## config.mk

```make
export PLATFORM = sky130hd
export DESIGN_NAME = motor_bridge_ctrl
export DESIGN_NICKNAME = d
export VERILOG_FILES = /design/src/rtl/motor_pkg.sv /design/src/rtl/motor_channel_fsm.sv /design/src/rtl/motor_bridge_ctrl.sv
export SDC_FILE = /design/constraint.sdc
export NUM_CORES = 1
export LEC_CHECK = 0
export ABC_AREA = 1
export CORE_AREA = 8 8 132 147
export DETAILED_ROUTE_END_ITERATION = 10
export DIE_AREA = 0 0 140 155
export PLACE_DENSITY = 0.47
export SETUP_SLACK_MARGIN = 0.3
export SLEW_MARGIN = 20
export SYNTH_ARGS = -nofsm -noshare
export SYNTH_HDL_FRONTEND = slang
export SYNTH_HIERARCHICAL = 1
export SYNTH_SLANG_ARGS = --single-unit
```

## constraint.sdc

```tcl
create_clock -name clk -period 1.85 [get_ports clk]
set_input_delay 0.2775 -clock clk [delete_from_list [all_inputs] [get_ports clk]]
set_output_delay 0.2775 -clock clk [all_outputs]
set_load 0.05 [all_outputs]
```

## src/rtl/motor_pkg.sv

```systemverilog
// motor_pkg
// Shared definitions for the motor bridge controller:
//   - 2-bit speed command encoding (stop / 150 / 220 / 250 duty lines)
//   - direction encoding (1 = forward, 0 = reverse)
//   - per-channel state enum
//   - packed bundle of the incoming PWM lines, plus the speed-to-line selector
package motor_pkg;

  localparam logic [1:0] SPD_STOP = 2'b00;
  localparam logic [1:0] SPD_150  = 2'b01;
  localparam logic [1:0] SPD_220  = 2'b10;
  localparam logic [1:0] SPD_250  = 2'b11;

  localparam logic DIR_FWD = 1'b1;
  localparam logic DIR_REV = 1'b0;

  typedef enum logic [1:0] {
    IDLE  = 2'd0,
    DRIVE = 2'd1,
    DEAD  = 2'd2
  } ch_state_e;

  typedef struct packed {
    logic p250;
    logic p220;
    logic p150;
    logic p0;
  } pwm_bus_t;

  // Picks the PWM line that corresponds to a stored speed code.
  function automatic logic pwm_select(input logic [1:0] speed, input pwm_bus_t bus);
    logic sel;
    case (speed)
      SPD_150: sel = bus.p150;
      SPD_220: sel = bus.p220;
      SPD_250: sel = bus.p250;
      default: sel = bus.p0;
    endcase
    return sel;
  endfunction

endpackage

```

## src/rtl/motor_channel_fsm.sv

```systemverilog
// motor_channel_fsm
// One motor channel: IDLE / DRIVE / DEAD state, dead-time down-counter,
// pending speed/dir held across a reversal, PWM routing and the registered
// bridge input pair.
// Ports:
//   clk, rst_n    clock, synchronous active-low reset
//   accept        a command is being taken this edge
//   speed, dir    command fields for this channel
//   force_stop    watchdog expiry: drop to IDLE and discard any pending command
//   pwm_bus       the four incoming PWM lines
//   a_out, b_out  registered bridge inputs (a carries PWM forward, b reverse)
//   in_dead       channel is in its coast dead time
module motor_channel_fsm
  import motor_pkg::*;
#(
  parameter int unsigned DEAD_CYCLES = 50000
) (
  input  logic       clk,
  input  logic       rst_n,
  input  logic       accept,
  input  logic [1:0] speed,
  input  logic       dir,
  input  logic       force_stop,
  input  pwm_bus_t   pwm_bus,
  output logic       a_out,
  output logic       b_out,
  output logic       in_dead
);

  localparam int unsigned DCW = $clog2(DEAD_CYCLES) + 1;
  localparam logic [DCW-1:0] DEAD_LOAD = DCW'(DEAD_CYCLES - 1);

  ch_state_e      state_q, state_d;
  logic [DCW-1:0] dead_cnt_q, dead_cnt_d;
  logic [1:0]     spd_q, spd_d;
  logic           dir_q, dir_d;
  logic [1:0]     pend_spd_q, pend_spd_d;
  logic           pend_dir_q, pend_dir_d;
  logic           a_q, a_d;
  logic           b_q, b_d;
  logic           pwm_sel;

  // Next-state logic. Watchdog stop outranks everything; a reversal from
  // DRIVE parks the new command in the pending registers until the dead
  // counter runs out, everything else takes effect immediately.
  always_comb begin
    state_d    = state_q;
    dead_cnt_d = dead_cnt_q;
    spd_d      = spd_q;
    dir_d      = dir_q;
    pend_spd_d = pend_spd_q;
    pend_dir_d = pend_dir_q;
    if (force_stop) begin
      state_d    = IDLE;
      dead_cnt_d = '0;
      pend_spd_d = SPD_STOP;
      pend_dir_d = DIR_FWD;
    end else if (accept) begin
      if (speed == SPD_STOP) begin
        state_d = IDLE;
        spd_d   = SPD_STOP;
        dir_d   = dir;
      end else if (state_q == DRIVE && dir != dir_q) begin
        state_d    = DEAD;
        dead_cnt_d = DEAD_LOAD;
        pend_spd_d = speed;
        pend_dir_d = dir;
      end else begin
        state_d = DRIVE;
        spd_d   = speed;
        dir_d   = dir;
      end
    end else if (state_q == DEAD) begin
      if (dead_cnt_q == '0) begin
        state_d = DRIVE;
        spd_d   = pend_spd_q;
        dir_d   = pend_dir_q;
      end else begin
        dead_cnt_d = dead_cnt_q - DCW'(1);
      end
    end
  end

  // Bridge pair. Only one of a/b can ever be selected because they decode
  // opposite values of the same dir bit, so shoot-through is structurally
  // impossible. Both are registered so PWM edges never reach the pins
  // through combinational logic.
  always_comb begin
    pwm_sel = pwm_select(spd_q, pwm_bus);
    a_d     = (state_q == DRIVE) && (dir_q == DIR_FWD) && pwm_sel;
    b_d     = (state_q == DRIVE) && (dir_q == DIR_REV) && pwm_sel;
  end

  // State and output registers.
  always_ff @(posedge clk) begin
    if (!rst_n) begin
      state_q    <= IDLE;
      dead_cnt_q <= '0;
      spd_q      <= SPD_STOP;
      dir_q      <= DIR_FWD;
      pend_spd_q <= SPD_STOP;
      pend_dir_q <= DIR_FWD;
      a_q        <= 1'b0;
      b_q        <= 1'b0;
    end else begin
      state_q    <= state_d;
      dead_cnt_q <= dead_cnt_d;
      spd_q      <= spd_d;
      dir_q      <= dir_d;
      pend_spd_q <= pend_spd_d;
      pend_dir_q <= pend_dir_d;
      a_q        <= a_d;
      b_q        <= b_d;
    end
  end

  assign a_out   = a_q;
  assign b_out   = b_q;
  assign in_dead = (state_q == DEAD);

endmodule

```

## src/rtl/motor_bridge_ctrl.sv

```systemverilog
// motor_bridge_ctrl
// Drives the four H-bridge inputs for the left (in1/in2) and right (in3/in4)
// motors from per-wheel speed/dir commands and the fixed-duty PWM lines.
// Adds coast dead time on reversal and a command watchdog.
// Ports:
//   clk, rst_n                       clock, synchronous active-low reset
//   pwm_250/220/150/0                incoming PWM lines
//   cmd_valid / cmd_ready            command handshake
//   cmd_left_speed/dir, cmd_right_*  command fields
//   in1..in4                         registered bridge inputs
//   wdog_expired                     sticky watchdog-stop flag
module motor_bridge_ctrl
  import motor_pkg::*;
#(
  parameter int unsigned DEAD_CYCLES = 50000,
  parameter int unsigned WDOG_CYCLES = 25000000
) (
  input  logic       clk,
  input  logic       rst_n,
  input  logic       pwm_250,
  input  logic       pwm_220,
  input  logic       pwm_150,
  input  logic       pwm_0,
  input  logic       cmd_valid,
  output logic       cmd_ready,
  input  logic [1:0] cmd_left_speed,
  input  logic       cmd_left_dir,
  input  logic [1:0] cmd_right_speed,
  input  logic       cmd_right_dir,
  output logic       in1,
  output logic       in2,
  output logic       in3,
  output logic       in4,
  output logic       wdog_expired
);

  localparam int unsigned WCW = $clog2(WDOG_CYCLES) + 1;
  localparam bit WDOG_EN = (WDOG_CYCLES != 0);
  localparam logic [WCW-1:0] WDOG_LAST = WCW'(WDOG_EN ? WDOG_CYCLES - 1 : 0);

  pwm_bus_t       pwm_bus;
  logic           accept;
  logic           expire;
  logic           left_dead, right_dead;
  logic [WCW-1:0] wdog_cnt_q, wdog_cnt_d;
  logic           wdog_expired_q, wdog_expired_d;

  assign pwm_bus   = {pwm_250, pwm_220, pwm_150, pwm_0};
  assign cmd_ready = !(left_dead || right_dead);
  assign accept    = cmd_valid && cmd_ready;
  // An accept on the expiry edge wins, so expiry is suppressed then.
  assign expire    = WDOG_EN && !accept && (wdog_cnt_q == WDOG_LAST);

  // Watchdog: cleared on accept, otherwise counts up and parks at the
  // expiry value so it can never wrap back into the quiet range.
  always_comb begin
    wdog_cnt_d     = wdog_cnt_q;
    wdog_expired_d = wdog_expired_q;
    if (accept) begin
      wdog_cnt_d     = '0;
      wdog_expired_d = 1'b0;
    end else begin
      if (WDOG_EN && wdog_cnt_q != WDOG_LAST) begin
        wdog_cnt_d = wdog_cnt_q + WCW'(1);
      end
      if (expire) begin
        wdog_expired_d = 1'b1;
      end
    end
  end

  // Watchdog registers.
  always_ff @(posedge clk) begin
    if (!rst_n) begin
      wdog_cnt_q     <= '0;
      wdog_expired_q <= 1'b0;
    end else begin
      wdog_cnt_q     <= wdog_cnt_d;
      wdog_expired_q <= wdog_expired_d;
    end
  end

  assign wdog_expired = wdog_expired_q;

  motor_channel_fsm #(.DEAD_CYCLES(DEAD_CYCLES)) u_left (
    .clk        (clk),
    .rst_n      (rst_n),
    .accept     (accept),
    .speed      (cmd_left_speed),
    .dir        (cmd_left_dir),
    .force_stop (expire),
    .pwm_bus    (pwm_bus),
    .a_out      (in1),
    .b_out      (in2),
    .in_dead    (left_dead)
  );

  motor_channel_fsm #(.DEAD_CYCLES(DEAD_CYCLES)) u_right (
    .clk        (clk),
    .rst_n      (rst_n),
    .accept     (accept),
    .speed      (cmd_right_speed),
    .dir        (cmd_right_dir),
    .force_stop (expire),
    .pwm_bus    (pwm_bus),
    .a_out      (in3),
    .b_out      (in4),
    .in_dead    (right_dead)
  );

endmodule

```

# Word-level counts from Yosys, hierarchy flattened
# Index checks and enable logic that the tools add are counted.
classes:
  bitwise: 6
  n_eq_ne: 22
  addsub: 3
  muxes: 42
  n_reduce_logical: 33
op_table:
  columns: ["operator", "count"]
  rows:
  - ["17-bit two-way mux", 10]
  - ["2-bit two-way mux", 20]
  - ["17-bit zero test", 2]
  - ["17-bit by 1-bit subtractor with 17-bit output (second input constant)", 2]
  - ["26-bit by 1-bit adder with 26-bit output (second input constant)", 1]
  - ["26-bit by 25-bit == test with 1-bit output (second input constant)", 1]
  - ["26-bit by 25-bit != test with 1-bit output (second input constant)", 1]
  - ["4-bit AND reduction", 4]
  - ["2-bit == test (second input constant)", 6]
  - ["1-bit logical AND", 12]
  - ["1-bit two-way mux", 10]
  - ["2-bit by 1-bit == test with 1-bit output (second input constant)", 4]
  - ["2-bit != test (second input constant)", 4]
  - ["2-bit nonzero test", 4]
  - ["3-bit by 2-bit != test with 1-bit output (second input constant)", 2]
  - ["1-bit inverter", 6]
  - ["1-bit one-hot mux with 3 select lines", 2]
  - ["3-bit AND reduction", 2]
  - ["2-bit zero test", 2]
  - ["2-bit by 1-bit != test with 1-bit output (second input constant)", 2]
  - ["2-bit AND reduction", 2]
  - ["2-bit OR reduction", 2]
  - ["1-bit zero test", 2]
  - ["1-bit != test", 2]
  - ["1-bit logical OR", 1]
totals:
  inputBits: 13
  elab_cells: 124
  out_inout_bits: 6
  reg_bits: 81

# Logic depth before layout (Yosys ltp)
logic_depth:
  ltp_word: 8
  depth_mapped: 12
  mapped_depth_nobuf: 12

# By module
# The synthesis kept the hierarchy.
by_module_without_submodules:
  columns: ["module", "seq_area_each_um2", "cells_each", "area_each_um2", "n_inst"]
  rows:
  - ["motor_channel_fsm", 540.5, 267, 1714.1, 2]
  - ["motor_bridge_ctrl", 540.5, 246, 1546.5, 1]

# Worst setup path after synthesis
# OpenSTA, ideal clock, no wires.
synth_timing:
  kind: "register -> register"
  startpoint: "register wdog_cnt_q[0]"
  endpoint: "register u_left.dead_cnt_q[11]"
  slack_ps: 42
  arrival_ps: 1689
  t_required_ps: 1730
  synth_period_minus_slack_ps: 1808
  setup_ps: 120
  path_buffers: 1
  stages_incl_launch_ff: 10
  cell_sequence: "dfxtp_1 ha_1 nand3_1 nor3_1 nand3b_1 nor2_1 nor2_1 clkinv_1 buf_2 a21oi_1"
synth_between:
  elab_chain_len: 3
synth_rtl:
  columns: ["element", "line_no", "rtl"]
  rows:
  - ["from (decl)", "motor_bridge_ctrl.sv:45", "logic [WCW-1:0] wdog_cnt_q, wdog_cnt_d;"]
  - ["from (signal assigned)", "motor_bridge_ctrl.sv:78", "wdog_cnt_q <= wdog_cnt_d;"]
  - ["26-bit by 25-bit == test with 1-bit output", "motor_bridge_ctrl.sv:52", "assign expire = WDOG_EN && !accept && (wdog_cnt_q == WDOG_LAST);"]
  - ["1-bit logical AND", "motor_bridge_ctrl.sv:52", null]
  - ["named net expire", "motor_bridge_ctrl.sv:43", "logic expire;"]
  - ["2-bit OR reduction (no source line)", null, null]
  - ["to (signal assigned)", "motor_channel_fsm.sv:107", "dead_cnt_q <= dead_cnt_d;"]
  - ["to (decl)", "motor_channel_fsm.sv:34", "logic [DCW-1:0] dead_cnt_q, dead_cnt_d;"]
# The timed path passes the listed nets, and every way through them passes these cells.
# A chain may end at the register's enable or synchronous reset.

# Final worst setup path
layout_timing:
  startpoint: "register u_left.state_q[1]"
  endpoint: "register u_left.spd_q[0]"
layout_between:
  elab_chain_len: 8
  elab_cells_between_ends: 14
  classes_between: "eq/ne: 3; mux: 1; bitwise: 1; reduce/logical: 9"
layout_rtl:
  columns: ["element", "line_no", "rtl"]
  rows:
  - ["from (decl)", "motor_channel_fsm.sv:33", "ch_state_e state_q, state_d;"]
  - ["from (signal assigned)", "motor_channel_fsm.sv:106", "state_q <= state_d;"]
  - ["2-bit == test (*)", "motor_channel_fsm.sv:119", "assign in_dead = (state_q == DEAD);"]
  - ["named net left_dead", "motor_bridge_ctrl.sv:44", "logic left_dead, right_dead;"]
  - ["1-bit logical OR (*)", "motor_bridge_ctrl.sv:49", "assign cmd_ready = !(left_dead || right_dead);"]
  - ["1-bit zero test (*)", "motor_bridge_ctrl.sv:49", null]
  - ["1-bit logical AND (*)", "motor_bridge_ctrl.sv:50", "assign accept = cmd_valid && cmd_ready;"]
  - ["named net accept", "motor_bridge_ctrl.sv:42", "logic accept;"]
  - ["1-bit zero test", "motor_bridge_ctrl.sv:52", null]
  - ["1-bit logical AND", "motor_bridge_ctrl.sv:52", null]
  - ["1-bit inverter (no source line)", null, null]
  - ["4-bit AND reduction (no source line)", null, null]
  - ["to (signal assigned)", "motor_channel_fsm.sv:108", "spd_q <= spd_d;"]
  - ["to (decl)", "motor_channel_fsm.sv:35", "logic [1:0] spd_q, spd_d;"]
# Mark *: on every way through the listed nets, which the timed path passes. The rest lies on a longest branch.

==> metrics.md <==
| Metric | Value |
|---|---|
| Status | completed |
| Hold WS | 0.451 ns |
| CP Class | flip-flop to flip-flop |
| Placed instance area | 5700 µm² |
| Die span in y | 155 µm |
| First-pass GRT wire length | 23.9 mm |
| Routability cong. | 0.798 |
| Detailed placement HPWL | 9.80 mm |
| Yosys top cell by area | dfxtp_1 |
| Async SR Flop Fraction | 0% |
| Critical Path Fanout Max | 3 |
| Critical Path Stages | 15 |
| Clk buf depth | 2 |
| # DRC | 0 |
| Detailed Routing Iterations Pass 1 | 4 |
| Critical path required time | 2.10 ns |
| Number of clock sinks | 81 |
| Synth Flop Type | dfxtp_1 |
| Vias in the first global route | 4976 |
| Synth unique cells | 36 |
| CP Buf/Inv Count | 8 |
| Critical path endpoint category | flip-flop |
| Area of the multi-input gates | 3660 µm² |
| Area of the die | 21700 µm² |
| H-tree depth | 3 |
| YS warnings | 6 |
| DIE WIDTH | 140 µm |
| RSZ-0062 raised after global routing | yes |
| Synthesized Nets | 796 |
| Layout filler cell count | 1761 |
| Setup TNS | 0 ns |
| Clk root buf | clkbuf_16 |
| Worst path slowest cell | dfxtp_4 |
| Minimum clock period | 1.82 ns |
| Max-slew violation count | 0 |
| Fmax | 548 MHz |
| CTS tree | done |
| Flops & latches, synth | 81 |
| GRT Residual Overflow | 0 |
| I/O Buffers | 18 |
| Post-route cell area | 7390 µm² |
| Fin nets | 903 |
| Largest net degree at the start of global routing | 18 |
| Worst reg2reg path depth | 15 |
| Ant diodes | 0 |
| Antenna violations before repair | 2 |
| Routed vias | 5217 |
| Setup slack, reg-to-reg | 0.03 ns |
| Cell family with most CP delay | buffers and inverters |
| Crit share post-route | 98.6% |
| Critical Path Source | u_left/state_q[1] |
| Crit path DAT | 2.07 ns |
| Routed WL | 14.7 mm |
| Power, Total | 5630 µW |
| Hold Path Class | flip-flop to flip-flop |
| Max VDD drop | 0.000416 V |
| CP max stage delay | 0.37 ns |
| Hold Startpoint | wdog_expired |
| Synth Instances | 780 |
| DRT antenna net count | 0 |
| Worst r2r src | u_left/state_q[1] |
| Post-Syn Area per Cell | 6.38 µm² |
| Initial DRC Count | 166 |
| Final setup viols | 0 |
| Number of CTS-inserted buffers | 9 |
| Yosys top cell area share | 32.6% |
| Via density | 4.73 |
| Clock skew | 0.0153 ns |
| Core area | 17100 µm² |
| Fin. Hold Viols | 0 |
| Io pins | 19 |
| Max_slew headroom | 67.0% |
| R2R Path End | u_left/spd_q[0] |
| Synth-to-Final Area Change | 48.6% |
| Synth top area cells | dfxtp_1 33%, nand2_1 16%, nor2_1 9.3% |
| Mapped cell area | 4970 µm² |
| CP cell instances | inv_4 > nor2_4 > nor3b_4 > buf_6 > buf_6 > nand2_4 > inv_4 > buf_4 > buf_4 > buf_4 > buf_6 > a21oi_2 > nand4_1 > nand2_1 > nor2_1 |
| Pwr/cell area | 762 nW/µm² |
| CP startpoint kind | flip-flop |
| Clock Latency Late Sink | 0.35 ns |
| Top-count cell post-synth | nand2_1 |
| Sequential area share after synthesis | 32.6% |
| Initial Utilization | 29.1% |
| WL/cell | 13.3 µm |
| Hold buffers post-CTS | 0 |
| Sequential cell area | 1650 µm² |
| Setup crit end | u_left/spd_q[0] |
| Number of cell rows | 51 |
| P_leak | 0.00301 µW |
| Slew of the pin with the lowest slew margin | 0.497 ns |
| Max_cap viols | 0 |
| Synth top cells by count | 206 x nand2_1, 123 x nor2_1, 81 x dfxtp_1, 81 x inv_1, 76 x nand3_1 |
| Share of cells above drive strength 1 | 36.1% |
| Global Route Usage Sum | 13.4% |
| Post-synth EDFFs | 0 |
| Clock-pin slew on the worst setup and hold paths | 0.07 ns |
## cell usage in the layout (no fill, tap or decap), drive strengths merged, types with 4 or more instances in the layout
cell type | synthesis | layout
buf | 16 | 88
nand4 | 10 | 10
nor2 | 144 | 144
clkinv | 2 | 6
or2 | 5 | 5
dlygate4sd2 | 0 | 5
a21oi | 61 | 61
clkbuf | 0 | 12
nor3 | 5 | 5
xnor2 | 5 | 5
o21ai | 25 | 25
o211ai | 4 | 4
clkdlybuf4s50 | 0 | 12
nand2 | 221 | 225
nand3b | 10 | 10
dfxtp | 81 | 81
nand3 | 84 | 84
inv | 90 | 89
nor4 | 4 | 4
## area by class of cell
class | count | share of cell area [%]
clock buffers | 10 | 3.23
clock inverters | 6 | 0.880
inverters | 92 | 5.25
multi-input cells | 595 | 49.5
flip-flops and latches | 81 | 22.3
well taps | 212 | 3.59
repair buffers | 107 | 15.2
repair inverters | 1 | 0.152
## worst min-delay path: stages, from the launching register on
cell and delay [ns]:
dfxtp_1 0.31, inv_1 0.05, a21oi_1 0.05
## cell families (layout without fill, tap and decap cells)
kind of cell	after synthesis	after routing	share of synthesized area, %
flip-flops	81	81	32.6
adder cells (fa/ha/maj)	3	3	0.755
AND/OR/NAND/NOR	486	490	45.9
buffers and inverters	108	216	9.41
XOR/XNOR	7	7	1.23
AO/OA/AOI/OAI	95	95	10.1
## stage by stage
stage / setup WS [ns] / cells / util (%)
after floorplan: 0.259 / 780 / -
after global placement: -0.131 / 1036 / 33.3
after detailed placement: -0.174 / 1036 / 33.3
after CTS: 0.102 / 1084 / 38.9
after global routing: -0.0983 / 1104 / 43.2
final: 0.0265 / 1104 / 43.2
## state kept, by name, indices dropped and copies added (netlist names)
register and count:
u_right/b_out 1, u_left/pend_dir_q 1, u_left/dir_q 1, u_right/a_out 1, wdog_cnt_q 26, u_right/pend_spd_q 2
u_left/spd_q 2, u_left/dead_cnt_q 17, u_right/dead_cnt_q 17, u_right/spd_q 2, u_left/a_out 1, u_left/state_q 2
u_right/pend_dir_q 1, u_left/pend_spd_q 2, u_right/dir_q 1, wdog_expired 1, u_left/b_out 1, u_right/state_q 2
## where the power goes
| part | switching (µW) | internal (µW) | total (µW) |
|---|---|---|---|
| registers | 86.9 | 1830 | 1920 |
| clock network | 788 | 1090 | 1870 |
| logic | 1080 | 760 | 1840 |
## worst min path at each step
stage	to	slack [ns]	cells after the start
finish	wdog_expired	0.45	2
global route	wdog_expired	0.48	2
CTS	wdog_expired	0.46	2
detailed placement	u_right/pend_spd_q[0]	0.45	2
global placement	wdog_expired	0.45	2
floorplan	u_left/dir_q	0.36	1
## routing by layer
layer | global-route usage [%] | share of wire (%) | up-vias
li1 | - | - | 2723
met1 | 15.4 | 43 | 2410
met2 | 24.6 | 53 | 55
met3 | 2.39 | 2.4 | 25
met4 | 4.55 | 1.7 | 4
met5 | 0 | 0.18 | -
## repair_timing
item                                    CTS  global route
cloned                                    6             3
buffers inserted                         26            17
endpoints found under the setup margin   75            74
gates resized for setup                 109           151
pin swaps                                57            50
(Power assumes the default switching activity.)
